==> src/rtl/ifu_jalr_btb.sv <==
// ifu_jalr_btb: direct-mapped branch target buffer for JALR predictions.
// Registered lookup (1-cycle latency), update port from the EXU branch unit,
// and whole-table flush. Same-cycle update/lookup to one index bypasses the
// new entry into the lookup result.
// Optional feature macro: BTB_HYST_EN adds a 2-bit confidence counter per
// entry so a single mispredicting target does not immediately evict a
// stable one.
module ifu_jalr_btb #(
  parameter int BTB_ENTRIES = 16,
  parameter int ADDR_W      = 32
) (
  input  logic              clk,
  input  logic              rst,
  input  logic              lookup_req_i,
  input  logic [ADDR_W-1:0] lookup_pc_i,
  output logic              pred_valid_o,
  output logic              pred_hit_o,
  output logic [ADDR_W-1:0] pred_pc_o,
  output logic [ADDR_W-1:0] pred_target_o,
  input  logic              update_i,
  input  logic [ADDR_W-1:0] update_pc_i,
  input  logic [ADDR_W-1:0] update_target_i,
  input  logic              flush_i
);

  localparam int IDX_W = $clog2(BTB_ENTRIES);
  localparam int TAG_W = ADDR_W - IDX_W - 2;

  logic [BTB_ENTRIES-1:0] valid_q;
  logic [TAG_W-1:0]       tag_q [BTB_ENTRIES];
  logic [ADDR_W-1:0]      tgt_q [BTB_ENTRIES];
`ifdef BTB_HYST_EN
  logic [1:0]             ctr_q [BTB_ENTRIES];
  logic [1:0]             new_ctr;
`endif

  logic [IDX_W-1:0]  lk_idx, up_idx;
  logic [TAG_W-1:0]  lk_tag, up_tag;
  logic              up_wr;
  logic              up_hit;
  logic [ADDR_W-1:0] new_tgt;
  logic              lk_hit;
  logic [ADDR_W-1:0] lk_tgt;

  // Index/tag extraction; pc[1:0] never participates.
  always_comb begin
    lk_idx = lookup_pc_i[IDX_W+1:2];
    lk_tag = lookup_pc_i[ADDR_W-1:IDX_W+2];
    up_idx = update_pc_i[IDX_W+1:2];
    up_tag = update_pc_i[ADDR_W-1:IDX_W+2];
    // Flush in the same cycle discards the update entirely.
    up_wr  = update_i && !flush_i;
    up_hit = valid_q[up_idx] && (tag_q[up_idx] == up_tag);
  end

  // Contents the updated entry will hold after this edge.
`ifdef BTB_HYST_EN
  always_comb begin
    new_tgt = update_target_i;
    new_ctr = 2'd1;
    if (up_hit) begin
      if (tgt_q[up_idx] == update_target_i) begin
        new_tgt = tgt_q[up_idx];
        new_ctr = (ctr_q[up_idx] == 2'd3) ? 2'd3 : ctr_q[up_idx] + 2'd1;
      end else if (ctr_q[up_idx] != 2'd0) begin
        new_tgt = tgt_q[up_idx];
        new_ctr = ctr_q[up_idx] - 2'd1;
      end
    end
  end
`else
  always_comb begin
    new_tgt = update_target_i;
  end
`endif

  // Lookup result with write-first bypass; flush forces a miss.
  always_comb begin
    lk_hit = 1'b0;
    lk_tgt = '0;
    if (flush_i) begin
      lk_hit = 1'b0;
    end else if (up_wr && (up_idx == lk_idx)) begin
      lk_hit = (up_tag == lk_tag);
      lk_tgt = new_tgt;
    end else begin
      lk_hit = valid_q[lk_idx] && (tag_q[lk_idx] == lk_tag);
      lk_tgt = tgt_q[lk_idx];
    end
  end

  // Valid bits: reset and flush clear the whole table.
  always_ff @(posedge clk) begin
    if (rst || flush_i) begin
      valid_q <= '0;
    end else if (up_wr) begin
      valid_q[up_idx] <= 1'b1;
    end
  end

  // Tag/target storage is not reset; valid bits gate its use.
  always_ff @(posedge clk) begin
    if (!rst && up_wr) begin
      tag_q[up_idx] <= up_tag;
      tgt_q[up_idx] <= new_tgt;
`ifdef BTB_HYST_EN
      ctr_q[up_idx] <= new_ctr;
`endif
    end
  end

  // Prediction output register; pc/target hold when no lookup.
  always_ff @(posedge clk) begin
    if (rst) begin
      pred_valid_o  <= 1'b0;
      pred_hit_o    <= 1'b0;
      pred_pc_o     <= '0;
      pred_target_o <= '0;
    end else begin
      pred_valid_o <= lookup_req_i;
      pred_hit_o   <= lookup_req_i && lk_hit;
      if (lookup_req_i) begin
        pred_pc_o     <= lookup_pc_i;
        pred_target_o <= lk_hit ? lk_tgt : '0;
      end
    end
  end

endmodule

==> config.mk <==
export PLATFORM = sky130hd
export DESIGN_NAME = ifu_jalr_btb
export DESIGN_NICKNAME = d
export VERILOG_FILES = /design/src/rtl/ifu_jalr_btb.sv
export SDC_FILE = /design/constraint.sdc
export NUM_CORES = 1
export LEC_CHECK = 0
export ABC_AREA = 0
export ABC_CLOCK_PERIOD_IN_PS = 8600
export BUFFER_PORTS_ARGS = -buffer_cell sky130_fd_sc_hd__buf_2
export CORE_ASPECT_RATIO = 1.2
export CORE_MARGIN = 5
export CORE_UTILIZATION = 40
export CTS_BUF_LIST = sky130_fd_sc_hd__clkbuf_16
export CTS_CLUSTER_SIZE = 30
export DETAILED_ROUTE_END_ITERATION = 8
export PLACE_DENSITY = 0.53
export SYNTH_ARGS = -nofsm -noshare
export SYNTH_HDL_FRONTEND = slang
export SYNTH_SLANG_ARGS = --single-unit
==> constraint.sdc <==
create_clock -name clk -period 8.6 [get_ports clk]
set_input_delay 0.86 -clock clk [delete_from_list [all_inputs] [get_ports clk]]
set_output_delay 0.86 -clock clk [all_outputs]
set_load 0.01 [all_outputs]
==> flow_metrics.tcl <==
set metrics [dict create \
    drc 0 \
    hold_depth 3 \
    synth_cell_types 52 \
    rsz0062_at_grt "false" \
    place.gp.congestion 0.738 \
    slew_headroom_pct 17.0 \
    core_mm2 0.0971 \
    drive_gt1_share_pct 31.3 \
    start_util_pct 40.4 \
    numCtsBuffers 104 \
    irDropWorstVdd_uv 183 \
    vias 18700 \
    dp_cells 3196 \
    grt_overflow 0 \
    setup.worst_path.end "pred_target_o[4]" \
    power.density_mw_per_mm2 228 \
    grt_pass1_wl_mm 142 \
    grt_usage_pct 18.8 \
    hpwl_mm 52.3 \
    clock_path_buffers 3 \
    reg2reg_depth 8 \
    die_y_um 353 \
    io_pins 167 \
    die_w_um 296 \
    fp.dieArea_mm2 0.104 \
    timing.reg2reg.setup_slack_ns 5.21 \
    syn_area_mm2 0.0392 \
    setup_viol 0 \
    syn_avg_cell_area_um2 21.5 \
    grt_max_degree 98 \
    syn_nets 1926 \
    numPortBuffers 164 \
    r2r_end "pred_target_o[4]" \
    final_common_cell "edfxtp_1" \
    htree_levels 3 \
    synth_cells 1825 \
    clk_pin_slew_ns 0.06 \
    hold_viol 0 \
    cts_tree "yes" \
    clock_skew_ns 0.0207 \
    wl_per_cell_um 29.1 \
    ys_seq_area_share_pct 75.2 \
    cts_sinks 1010 \
    fin_nets 2133 \
    critical_path_class "in -> reg" \
    grt_pass1_vias 20100 \
    synth-async-reset-ratio_pct 0 \
    holdWs_ns 0.439 \
    clk_latency_ns 0.67 \
    finalCritPeriodShare_pct 54.0 \
    status "finished clean" \
    pre_cts_ws_ns 3.07 \
    stdcell_count 3394 \
    finalSetupTns_ns 0 \
    antenna_found_initial 9 \
    max_freq_mhz 215 \
    path_max_fanout 97 \
    min_period_ns 4.64 \
    hp-class "in -> reg" \
    max_slew.worst_pin.slew_ns 1.24 \
    hold_buffers 0 \
    cts_root_buffer "clkbuf_16" \
    cp-start-kind "primary input" \
    placementRows 125 \
    cap_violations 0 \
    cp.required_ns 9.19 \
    final_max_slew_viol_count 0 \
    antenna_left 0 \
    drt-total-wl_mm 98.9 \
    ys_ff_latch 1010 \
    drt-initial-drc-count 1587 \
    post_cts_buffers 0 \
    timing.final.ws_setup_ns 3.96 \
    routed_via_density 5.51 \
    crit_path_end_kind "flip-flop" \
    crit_arrival_ns 5.24 \
    reg2reg_from "tag_q[11][21]" \
    leakagePower_nw 14.7 \
    area_growth_pct 14.3 \
    final_cell_mix "928 x edfxtp_1, 246 x mux4_2, 161 x buf_2, 106 x clkbuf_16, 95 x mux2i_1" \
    synthFlopType "edfxtp_1" \
    yosysWarnings 0 \
    synth_edf_count 928 \
    cts_resized 0 \
    drtPass1Iterations 5 \
    cp-startpoint "lookup_pc_i[2]" \
]
-- Yosys cell counts (20+ instances only) --
cell type  number  area [um2]
a21oi_1        20         100
nand2_1        21        78.8
mux4_2        246        5540
clkbuf_1       31         116
nor2_1         73         274
buf_2          39         195
edfxtp_1      928       27900
mux2i_1        95         951
xor2_1         21         184
mux2_2         44         495
a22o_1         32         280
xnor2_1        42         368
dfxtp_1        82        1640
-- metal layers --
metal / part of all wire [%] / global-route usage [%] / vias to the layer above / routed length (um)
li1: - / - / 8010 / -
met1: 42 / 25.1 / 10100 / 41400
met2: 52 / 33.0 / 496 / 51300
met3: 4.5 / 2.89 / 129 / 4500
met4: 1.6 / 3.69 / 4 / 1600
met5: 0.028 / 0 / - / 28
-- logic make-up after synthesis --
group,after synthesis,share of synthesized area [%]
AOI/OAI and AO/OA,97,1.86
xor gates and xnor gates,63,1.41
buffers and inverters,109,1.44
DFF,1010,75.2
muxes,391,18.2
and+or+nand+nor,155,1.87
-- worst max-delay path, stage by stage --
cell,delay [ns]
buf_8,0.54
buf_12,0.68
mux4_2,0.59
mux2i_1,0.19
mux2i_1,0.16
xor2_1,0.19
nor4_1,0.51
nand4_1,0.26
o31ai_4,0.28
buf_4,0.50
a22o_1,0.21
-- registers in the layout, summed over array words and instances, names as in the netlist --
name	cells
pred_target_o	32
pred_valid_o	1
pred_pc_o	32
valid_q	16
tgt_q	512
pred_hit_o	1
tag_q	416
-- final cells by class --
type                       count  area, um2
antenna                        5       12.5
clock buffer                 106       2650
clock inverter                87        622
fill                        8135      52300
inverter                       6       25.0
multi-input combinational    706       9290
sequential                  1010      29500
tap                         1270       1590
timing repair buffer         204       1160
-- report_power, final --
group	internal, W	leakage, nW	switching [W]
logic	0.000221	3.98	0.000306
registers	0.00540	9.02	0.0000114
clock network	0.00244	1.71	0.00187
-- stage by stage --
| stage | utilization (%) | power, W | area [um2] |
|---|---|---|---|
| floorplan | - | 0.00584 | 39200 |
| global placement | 42.8 | 0.00604 | 41600 |
| detailed placement | 42.8 | 0.00605 | 41600 |
| CTS | 46.2 | 0.0104 | 44800 |
| global route | 46.2 | 0.0106 | 44900 |
| finish | 46.2 | 0.0102 | 44900 |
-- worst min-delay path by stage --
stage | start | endpoint | slack (ns)
finish | lookup_pc_i[1] | pred_pc_o[1] | 0.44
CTS | lookup_pc_i[1] | pred_pc_o[1] | 0.40
global route | lookup_pc_i[1] | pred_pc_o[1] | 0.43
floorplan | valid_q[14] | valid_q[14] | 0.43
detailed placement | valid_q[0] | valid_q[0] | 0.46
global placement | valid_q[12] | valid_q[12] | 0.44
(Power assumes the default switching activity.)
